[config.mk]
export PLATFORM = sky130hd
export DESIGN_NAME = spi_master_ctrl
export DESIGN_NICKNAME = d
export VERILOG_FILES = /design/src/rtl/spi_master_ctrl_pkg.sv /design/src/rtl/spi_master_ctrl_clkdiv.sv /design/src/rtl/spi_master_ctrl.sv
export SDC_FILE = /design/constraint.sdc
export NUM_CORES = 1
export LEC_CHECK = 0
export CAP_MARGIN = 20
export CORE_UTILIZATION = 53
export DETAILED_ROUTE_END_ITERATION = 6
export GPL_TIMING_DRIVEN = 0
export PLACE_DENSITY = 0.78
export SLEW_MARGIN = 0
export SYNTH_ARGS = -nofsm -noshare
export SYNTH_HDL_FRONTEND = slang
export SYNTH_SLANG_ARGS = --single-unit
[constraint.sdc]
create_clock -name clk -period 4.03 [get_ports clk]
set_input_delay 0.806 -clock clk [delete_from_list [all_inputs] [get_ports clk]]
set_output_delay 0.806 -clock clk [all_outputs]
set_load 0.03 [all_outputs]
[src/rtl/spi_master_ctrl_pkg.sv]
// Shared types and widths for the SPI master controller.
package spi_master_ctrl_pkg;

  localparam int BYTE_W    = 8;
  localparam int DIV_W     = 8;
  localparam int BIT_CNT_W = $clog2(BYTE_W + 1);

  typedef enum logic [2:0] {
    IDLE,
    LEAD,
    SHIFT,
    HOLD,
    GAP
  } state_t;

endpackage

[src/rtl/spi_master_ctrl_clkdiv.sv]
// Half-period phase counter: one-cycle tick every CLK_DIV clk cycles, re-phased by clear.
module spi_master_ctrl_clkdiv
  import spi_master_ctrl_pkg::*;
#(
  parameter int CLK_DIV = 4
) (
  input  logic clk,
  input  logic rst,
  input  logic clear,
  output logic tick
);

  localparam logic [DIV_W-1:0] LAST = DIV_W'(CLK_DIV - 1);

  logic [DIV_W-1:0] cnt;

  always_ff @(posedge clk) begin
    if (rst || clear) begin
      cnt <= '0;
    end else if (cnt == LAST) begin
      cnt <= '0;
    end else begin
      cnt <= cnt + DIV_W'(1);
    end
  end

  assign tick = (cnt == LAST) && !clear;

endmodule

[src/rtl/spi_master_ctrl.sv]
// SPI mode-0 master: byte command/response streams, CS framing via cmd_last.
// Optional loopback self-check enabled by defining SPI_MASTER_CTRL_LOOPCHECK_EN.
module spi_master_ctrl
  import spi_master_ctrl_pkg::*;
#(
  parameter int CLK_DIV = 4,
  parameter int CS_GAP  = 2
) (
  input  logic              clk,
  input  logic              rst,
  input  logic              cmd_valid,
  output logic              cmd_ready,
  input  logic [BYTE_W-1:0] cmd_data,
  input  logic              cmd_last,
  output logic              rsp_valid,
  input  logic              rsp_ready,
  output logic [BYTE_W-1:0] rsp_data,
  output logic              busy,
  output logic              loop_err,
  output logic              SCK,
  output logic              MOSI,
  input  logic              MISO,
  output logic              CS_n
);

  localparam int GAP_W = (CS_GAP > 1) ? $clog2(CS_GAP) : 1;
  localparam logic [GAP_W-1:0] GAP_LAST = GAP_W'(CS_GAP - 1);

  state_t               state;
  logic [BYTE_W-1:0]    tx_sh;
  logic [BYTE_W-1:0]    rx_sh;
  logic [BIT_CNT_W-1:0] bit_cnt;
  logic                 last_q;
  logic [GAP_W-1:0]     gap_cnt;
  logic                 tick;
  logic                 accept;
  logic                 done;

  assign cmd_ready = !rst && ((state == IDLE) || (state == HOLD)) && (!rsp_valid || rsp_ready);
  assign accept    = cmd_valid && cmd_ready;
  assign busy      = (state != IDLE);
  // Byte ends one full low phase after the eighth falling edge.
  assign done      = (state == SHIFT) && tick && !SCK && (bit_cnt == BIT_CNT_W'(BYTE_W));

  spi_master_ctrl_clkdiv #(
    .CLK_DIV(CLK_DIV)
  ) u_clkdiv (
    .clk  (clk),
    .rst  (rst),
    .clear(accept),
    .tick (tick)
  );

  always_ff @(posedge clk) begin
    if (rst) begin
      state     <= IDLE;
      CS_n      <= 1'b1;
      SCK       <= 1'b0;
      MOSI      <= 1'b0;
      rsp_valid <= 1'b0;
      rsp_data  <= '0;
    end else begin
      if (rsp_valid && rsp_ready) begin
        rsp_valid <= 1'b0;
      end
      case (state)
        IDLE, HOLD: begin
          if (accept) begin
            state   <= LEAD;
            CS_n    <= 1'b0;
            MOSI    <= cmd_data[BYTE_W-1];
            tx_sh   <= cmd_data;
            last_q  <= cmd_last;
            bit_cnt <= '0;
          end
        end
        LEAD: begin
          if (tick) begin
            SCK   <= 1'b1;
            rx_sh <= {rx_sh[BYTE_W-2:0], MISO};
            state <= SHIFT;
          end
        end
        SHIFT: begin
          if (tick) begin
            if (SCK) begin
              SCK     <= 1'b0;
              MOSI    <= tx_sh[BYTE_W-2];
              tx_sh   <= {tx_sh[BYTE_W-2:0], 1'b0};
              bit_cnt <= bit_cnt + BIT_CNT_W'(1);
            end else if (done) begin
              rsp_valid <= 1'b1;
              rsp_data  <= rx_sh;
              gap_cnt   <= '0;
              if (last_q) begin
                CS_n  <= 1'b1;
                state <= GAP;
              end else begin
                state <= HOLD;
              end
            end else begin
              SCK   <= 1'b1;
              rx_sh <= {rx_sh[BYTE_W-2:0], MISO};
            end
          end
        end
        GAP: begin
          if (gap_cnt == GAP_LAST) begin
            state <= IDLE;
          end else begin
            gap_cnt <= gap_cnt + GAP_W'(1);
          end
        end
        default: state <= IDLE;
      endcase
    end
  end

`ifdef SPI_MASTER_CTRL_LOOPCHECK_EN
  // A 1-bit-delay loopback returns the previous byte's LSB followed by tx[7:1].
  logic [BYTE_W-1:0] tx_byte;
  logic              prev_bit;

  always_ff @(posedge clk) begin
    if (rst) begin
      prev_bit <= 1'b1;
      loop_err <= 1'b0;
    end else begin
      if (accept) begin
        tx_byte <= cmd_data;
      end
      if (done) begin
        if (rx_sh != {prev_bit, tx_byte[BYTE_W-1:1]}) begin
          loop_err <= 1'b1;
        end
        prev_bit <= tx_byte[0];
      end
    end
  end
`else
  assign loop_err = 1'b0;
`endif

endmodule

==> flow_metrics.tcl, run 1 <==
set metrics [dict create \
    io_buffers 27 \
    wl_per_cell_um 13.6 \
    dr.pass1.iters 4 \
    synth_cell_types 43 \
    reg2reg_slack_ns 1.27 \
    cts_resized 0 \
    die_area_sq_um 3940 \
    route.detailed.drc 0 \
    synth_area_leaders "edfxtp_1 32%, dfxtp_1 24%, mux2i_1 4.6%, nand2_1 4.2%, nor2_1 2.7%" \
    root_buffer "clkbuf_8" \
    antenna_found_initial 0 \
    clk_pin_slew_worst_paths_ns 0.08 \
    via_per_inst 5.30 \
    fin_crit_ns 3.11 \
    layout_worst_path_cycle_share_pct 77.1 \
    grt_pass1_wl_mm 6.29 \
    avgSynthCellArea_sq_um 10.7 \
    worstSetupPathType "input pin to output port" \
    status "complete, no violations" \
    clockBufferDepth 2 \
    wl_met3_um 141 \
    yosys_warnings 0 \
    setup_tns_ns 0 \
    dpl_cell_area_sq_um 2310 \
    cts_max_level 2 \
    yosys.area.top_type_share_pct 32.2 \
    final_area_sq_um 2420 \
    hold_class "register to register" \
    gp_congestion 0.912 \
    end_kind "output port" \
    yosysTopAreaCell "edfxtp_1" \
    cp-start-kind "input pin" \
    clock_skew_ns 0.00582 \
    wl_mm 3.59 \
    ctsHoldBuffers 0 \
    cts_setup_buffers 0 \
    synth_edf_count 21 \
    r2r_start "u_clkdiv.cnt[0]" \
    io_pins 29 \
    cts_sinks 44 \
    grt_setup_unrepaired "false" \
    ir_worst_vdd_v 0.000237 \
    fmax_mhz 322 \
    reg2reg_to "tx_sh[4]" \
    drive_above_1_share_pct 14.2 \
    crit_fanout 4 \
    initial_utilization_pct 56.9 \
    whs_ns 0.452 \
    synth_ff_type "dfxtp_1" \
    power.density_nw_per_um2 390 \
    cts_made_buffers 5 \
    grt_overflow_total 0 \
    hpwl_mm 2.59 \
    synth_nets 200 \
    num_antenna_cells 0 \
    grt_max_degree 15 \
    slew_headroom_pct 35.1 \
    async_reset_ff_share_pct 0 \
    min_path_cells 0 \
    die_w_um 62.8 \
    layout_commonest_cell "clkdlybuf4s50_1" \
    track_usage_pct 20.7 \
    slew_violations 0 \
    worstMarginPinSlew_ns 0.965 \
    layout_common_cells "27 x clkdlybuf4s50_1, 23 x dfxtp_1, 22 x nand2_1, 21 x edfxtp_1, 14 x nor2_1" \
    core_area_sq_um 3440 \
    ant_nets 0 \
    wl_met2_mm 1.73 \
    cts_tree "yes" \
    setup_violations 0 \
    fillers 270 \
    nets 235 \
    crit_required_ns 3.22 \
    drt_iter0_drc 65 \
    ys_seq_area_share_pct 55.7 \
    netlist_area_sq_um 1960 \
    fp.dieH_um 62.8 \
    finalHoldViolCount 0 \
    synth_seq_cells 44 \
    num_rows 21 \
    arrival_ns 2.30 \
    min_from "rx_sh[4]" \
    synth_cells 183 \
    via_count 1404 \
    hold_end "rx_sh[5]" \
    grt_pass1_vias 1386 \
    wl_met1_mm 1.68 \
    power.leakage_nw 0.947 \
    reg2reg_depth 6 \
    area_growth_pct 23.7 \
    drv_cap 0 \
    highest_layer "met4" \
    clock_latency_ns 0.30 \
]
==> logic make-up (layout without fill, tap and decap cells) <==
group | after synthesis | in the layout | synth area share (%)
compound gates | 18 | 18 | 5.88
xor+xnor | 9 | 9 | 4.03
fa+ha+maj | 3 | 3 | 1.92
buf+inv | 15 | 51 | 4.34
flops | 44 | 44 | 55.7
mux | 9 | 9 | 4.60
other cells | 1 | 1 | 0.192
simple gates | 84 | 84 | 23.3
==> where the power goes <==
group / switching [mW] / leakage, nW / internal, mW / total (mW)
logic: 0.0665 / 0.509 / 0.0568 / 0.123
registers: 0.0100 / 0.378 / 0.482 / 0.492
clock network: 0.151 / 0.0596 / 0.178 / 0.329
total: 0.228 / 0.947 / 0.717 / 0.944
==> routing by layer <==
layer / vias to the layer above / global-route usage [%]
li1: 705 / -
met1: 667 / 25.6
met2: 28 / 34.6
met3: 4 / 6.20
met4: 0 / 6.10
met5: - / 0
==> registers in the layout, summed over array words and instances (netlist names) <==
name	cells
rx_sh	8
CS_n	1
gap_cnt	1
last_q	1
rsp_data	8
tx_sh	7
rsp_valid	1
SCK	1
bit_cnt	4
state	3
u_clkdiv.cnt	8
MOSI	1
==> critical path, cell delays in order <==
cell             delay (ns)
clkdlybuf4s50_1        0.47
nand2b_1               0.18
and3_1                 0.18
clkdlybuf4s50_1        0.67
==> synth_stat cells (all sizes together), types with 2 or more instances <==
master / count
dfxtp: 23
nand2: 22
nor2: 22
edfxtp: 21
mux2i: 9
a21oi: 8
buf: 6
nand3: 6
xor2: 6
clkbuf: 5
inv: 4
nor2b: 4
nor4: 4
and2: 3
and3: 3
ha: 3
nand2b: 3
nand3b: 3
nor3b: 3
or3: 3
xnor2: 3
a31oi: 2
nand4: 2
nor3: 2
==> layout make-up <==
type	count	area [sq um]	share of cell area, %
Buffer	11	70.1	2.89
Multi-Input combinational cell	124	795	32.8
Timing Repair Buffer	28	278	11.5
Clock inverter	1	8.76	0.362
Tap cell	46	57.6	2.38
Sequential cell	44	1090	45.0
Inverter	4	15.0	0.620
Clock buffer	7	108	4.44
==> how the worst max path moves through the flow <==
stage | from | to | slack (ns)
finish | rsp_ready | cmd_ready | 0.92
global route | rsp_ready | cmd_ready | 0.86
CTS | rsp_ready | cmd_ready | 0.91
detailed placement | rsp_ready | cmd_ready | 0.92
global placement | rsp_ready | tx_sh[0] | 0.29
floorplan | rsp_ready | bit_cnt[0] | 1.17
==> stage by stage <==
step / std cells / total power, mW / util, % / setup WS (ns)
floorplan: 183 / 0.582 / - / 1.17
global placement: 256 / 0.618 / 66.4 / 0.293
detailed placement: 257 / 0.626 / 67.0 / 0.917
CTS: 265 / 0.951 / 70.4 / 0.911
global route: 265 / 0.985 / 70.4 / 0.858
finish: 265 / 0.944 / 70.4 / 0.924
Note: power is estimated with default switching activity, not from simulation.
==> inputs of run 2 (changes only) <==
==> constraint.sdc (replaced) <==
create_clock -name clk -period 2.91 [get_ports clk]
set_input_delay 0.582 -clock clk [delete_from_list [all_inputs] [get_ports clk]]
set_output_delay 0.582 -clock clk [all_outputs]
set_load 0.03 [all_outputs]
==> flow_metrics.tcl, run 2 (same netlist as run 1, synthesis figures left out) <==
set metrics [dict create \
    status "complete, no violations" \
    num_rows 21 \
    drive_above_1_share_pct 14.2 \
    ant_nets 0 \
    critical_path_buf_inv_count 2 \
    switching_share_pct 24.2 \
    die_area_sq_um 3940 \
    cts_tree "yes" \
    track_usage_pct 20.7 \
    antenna_found_initial 0 \
    layout_commonest_cell "clkdlybuf4s50_1" \
    fin_util_pct 70.6 \
    arrival_ns 2.08 \
    clock_latency_ns 0.30 \
    comb_power_share_pct 13.2 \
    fmax_mhz 375 \
    power.leakage_nw 0.948 \
    power_frac_clock_pct 34.8 \
    multi_input_area_sq_um 803 \
    cts_resized 0 \
    crit_fanout 4 \
    slew_headroom_pct 35.8 \
    use_met1_pct 25.6 \
    cts_sinks 44 \
    top_regs "rsp_data x8, rx_sh x8, u_clkdiv.cnt x8" \
    slew_violations 0 \
    grt_max_degree 15 \
    switchingPower_mw 0.317 \
    fin_crit_ns 2.66 \
    hold_class "register to register" \
    core_area_sq_um 3440 \
    grt_overflow_total 0 \
    cpMostUsedCell "clkdlybuf4s50_1" \
    dr.pass1.iters 6 \
    fillers 269 \
    grt-busiest-layer "met2" \
    initial_utilization_pct 56.9 \
    via_count 1405 \
    worstMarginPinSlew_ns 0.955 \
    cts_made_buffers 5 \
    layoutNonFillerInstCount 265 \
    clockBufferDepth 2 \
    power.density_nw_per_um2 539 \
    seq_area_sq_um 1090 \
    grt_use_met2_pct 34.6 \
    cp_slowest_cell "clkdlybuf4s50_1" \
    clock_skew_ns 0.00580 \
    met3_usage_pct 6.20 \
    cpLargestDelayFamily "buffers and inverters" \
    end_kind "output port" \
    power.total_mw 1.31 \
    layout_worst_path_cycle_share_pct 91.5 \
    crit_required_ns 2.33 \
    route.detailed.drc 0 \
    drt_iter0_drc 71 \
    critPathMaxStageDelay_ns 0.67 \
    drv_cap 0 \
    area_growth_pct 24.2 \
    fp.dieH_um 62.8 \
    internal_power_mw 0.993 \
    via_per_inst 5.30 \
    num_antenna_cells 0 \
    dpl.cell_count 257 \
    root_buffer "clkbuf_8" \
    grt_pass1_wl_mm 6.29 \
    grt_pass1_vias 1386 \
    crit_chain "clkdlybuf4s50_1 -> nand2b_1 -> and3_1 -> clkdlybuf4s50_1" \
    clk_pin_slew_worst_paths_ns 0.08 \
    cts_max_level 2 \
    io_buffers 27 \
    ir_worst_vdd_v 0.000330 \
    io_pins 29 \
    wl_mm 3.62 \
    die_w_um 62.8 \
    cp-start-kind "input pin" \
    cts_setup_buffers 0 \
    layout_common_cells "27 x clkdlybuf4s50_1, 23 x dfxtp_1, 22 x nand2_1, 21 x edfxtp_1, 14 x nor2_1" \
    hpwl_mm 2.59 \
    finalHoldViolCount 0 \
    wl_per_cell_um 13.7 \
    grt_setup_unrepaired "false" \
    ctsHoldBuffers 0 \
    nets 235 \
    gp_congestion 0.912 \
    worstSetupPathType "input pin to output port" \
    setup_violations 0 \
    power_frac_seq_pct 52.0 \
]
## run 2: changes by cell type in the layout (fill, tap and decap cells not counted)
cell / previous run / this run
nor4_2: 3 / 2
nor4_4: 0 / 1
## run 2: through the flow
step                      setup TNS [ns]  hold slack (ns)  cell area, sq um  worst slack, ns
final                                  0            0.452              2430            0.247
after global routing                   0            0.473              2430            0.118
after CTS                              0            0.455              2420            0.136
after detailed placement               0            0.437              2310           0.0991
after global placement             -7.00            0.427              2290           -0.603
after floorplan                        0            0.426              1960           0.0549
## run 2: power by group through the flow
stage               Combinational (mW)  Sequential [mW]  Clock [mW]
floorplan                        0.108            0.699           0
global placement                 0.161            0.695           0
detailed placement               0.170            0.696           0
CTS                              0.171            0.682       0.464
global route                     0.189            0.685       0.493
finish                           0.173            0.682       0.456
## run 2: cell type report
| class | count | area share [%] |
|---|---|---|
| plain buffers | 11 | 2.88 |
| clock buffers | 7 | 4.43 |
| clock inverters | 1 | 0.360 |
| inverters | 4 | 0.618 |
| multi-input cells | 124 | 33.0 |
| flip-flops and latches | 44 | 44.9 |
| well taps | 46 | 2.37 |
| repair buffers | 28 | 11.4 |
## run 2: path summary, 6_finish.rpt
check	from	to	slack, ns	cells past startpoint
min	rx_sh[4]	rx_sh[5]	0.45	0
min reg2reg	rx_sh[4]	rx_sh[5]	0.45	0
max reg2reg	u_clkdiv.cnt[0]	tx_sh[4]	0.31	6
max	rsp_ready	cmd_ready	0.25	4
## run 2: per-layer routing
| metal | vias up | routed length (um) |
|---|---|---|
| met1 | 668 | 1700 |
| met4 | 0 | 42 |
| met5 | - | 0 |
| met2 | 28 | 1740 |
| met3 | 4 | 142 |
| li1 | 705 | - |
==> inputs of run 3 (changes only) <==
--- a/config.mk
+++ b/config.mk
@@ -6,10 +6,13 @@
 export NUM_CORES = 1
 export LEC_CHECK = 0
 export CAP_MARGIN = 20
-export CORE_UTILIZATION = 53
+export CELL_PAD_IN_SITES_DETAIL_PLACEMENT = 0
+export CELL_PAD_IN_SITES_GLOBAL_PLACEMENT = 2
+export CORE_UTILIZATION = 34
 export DETAILED_ROUTE_END_ITERATION = 6
 export GPL_TIMING_DRIVEN = 0
-export PLACE_DENSITY = 0.78
+export MAX_ROUTING_LAYER = met4
+export PLACE_DENSITY_LB_ADDON = 0.1
 export SLEW_MARGIN = 0
 export SYNTH_ARGS = -nofsm -noshare
 export SYNTH_HDL_FRONTEND = slang
==> flow_metrics.tcl, run 3 (same netlist as run 1, synthesis figures left out) <==
set metrics [dict create \
    route.detailed.drc 0 \
    top_regs "rsp_data x8, rx_sh x8, u_clkdiv.cnt x8" \
    slew_violations 0 \
    root_buffer "clkbuf_8" \
    fillers 557 \
    via_per_inst 4.75 \
    layout_commonest_cell "clkdlybuf4s50_1" \
    layout_common_cells "27 x clkdlybuf4s50_1, 23 x dfxtp_1, 22 x nand2_1, 21 x edfxtp_1, 14 x nor2_1" \
    crit_fanout 4 \
    nets 235 \
    drv_cap 0 \
    num_rows 27 \
    multi_input_area_sq_um 800 \
    die_w_um 77.9 \
    grt_setup_unrepaired "false" \
    seq_area_sq_um 1090 \
    setup_violations 0 \
    arrival_ns 2.08 \
    grt_pass1_wl_mm 6.60 \
    r2r_start "u_clkdiv.cnt[0]" \
    grt_pass1_vias 1352 \
    status "complete, no violations" \
    power.total_mw 1.33 \
    drive_above_1_share_pct 14.6 \
    die_area_sq_um 6070 \
    core_area_sq_um 5540 \
    reg2reg_slack_ns 0.50 \
    finalHoldViolCount 0 \
    wl_per_cell_um 13.5 \
    cts_setup_buffers 0 \
    dr.pass1.iters 4 \
    initial_utilization_pct 35.3 \
    min_path_cells 0 \
    fmax_mhz 376 \
    worstSetupPathType "input pin to output port" \
    hold_end "rx_sh[5]" \
    area_growth_pct 25.6 \
    hpwl_mm 2.78 \
    cts_made_buffers 5 \
    cts_max_level 2 \
    fp.dieH_um 77.9 \
    power.leakage_nw 0.947 \
    cts_resized 0 \
    clock_skew_ns 0.00752 \
    grt_max_degree 16 \
    worstMarginPinSlew_ns 0.926 \
    via_count 1383 \
    crit_required_ns 2.33 \
    cp-start-kind "input pin" \
    reg2reg_to "tx_sh[0]" \
    min_from "rx_sh[4]" \
    drt_iter0_drc 87 \
    hold_class "register to register" \
    ant_nets 0 \
    ir_worst_vdd_v 0.000258 \
    fin_crit_ns 2.66 \
    cts_sinks 44 \
    cts_tree "yes" \
    clockBufferDepth 2 \
    power.density_nw_per_um2 542 \
    slew_headroom_pct 37.7 \
    grt_overflow_total 0 \
    io_buffers 27 \
    clock_latency_ns 0.30 \
    reg2reg_depth 6 \
    gp_congestion 0.777 \
    io_pins 29 \
    end_kind "output port" \
    num_antenna_cells 0 \
    fin_util_pct 44.4 \
    ctsHoldBuffers 0 \
    layout_worst_path_cycle_share_pct 91.4 \
    track_usage_pct 14.3 \
    wl_mm 3.92 \
    antenna_found_initial 0 \
    clk_pin_slew_worst_paths_ns 0.09 \
]
## run 3: cell types whose count changed in the layout (fill, tap and decap cells not counted), sizes merged
cell | before | now
clkinv | 1 | 0
clkinvlp | 0 | 1
bufinv | 0 | 1
clkbuf | 12 | 10
inv | 4 | 5
## run 3: cell type report
| class | instances | share of cell area [%] |
|---|---|---|
| flip-flops and latches | 44 | 44.4 |
| plain buffers | 11 | 2.85 |
| well taps | 72 | 3.66 |
| repair buffers | 28 | 11.3 |
| clock inverters | 3 | 1.88 |
| clock buffers | 5 | 2.80 |
| multi-input cells | 124 | 32.5 |
| inverters | 4 | 0.611 |
## run 3: critical path, stage by stage
cell	delay, ns
clkdlybuf4s50_1	0.47
nand2b_1	0.19
and3_1	0.17
clkdlybuf4s50_1	0.66
## run 3: per-stage QoR
step / setup WS [ns] / cell area, sq um / cells / TNS [ns] / hold slack [ns]
floorplan: 0.0549 / 1960 / 183 / 0 / 0.426
global placement: -0.819 / 2320 / 282 / -10.01 / 0.427
detailed placement: 0.129 / 2340 / 283 / 0 / 0.434
CTS: 0.204 / 2450 / 291 / 0 / 0.457
global route: 0.196 / 2460 / 291 / 0 / 0.464
finish: 0.250 / 2460 / 291 / 0 / 0.454
## run 3: how the worst max path moves through the flow
stage               depth (start not counted)         end       startpoint  slack (ns)
global route                                4   cmd_ready        rsp_ready        0.20
global placement                            6    tx_sh[2]        rsp_ready       -0.82
floorplan                                   5  bit_cnt[0]  u_clkdiv.cnt[0]        0.05
CTS                                         6    tx_sh[1]  u_clkdiv.cnt[0]        0.20
detailed placement                          7    tx_sh[2]        rsp_ready        0.13
finish                                      4   cmd_ready        rsp_ready        0.25
## run 3: layer usage
layer	track usage (%)	share of wire [%]	up-vias
met4	4.44	1.2	0
met3	3.29	3.4	5
met5	-	0	-
li1	-	-	702
met1	18.8	48	651
met2	21.9	47	25
## run 3: where the power goes
group          switching [mW]  internal, mW
sequential             0.0145         0.668
clock                   0.222         0.259
combinational          0.0915        0.0787
total                   0.327          1.01
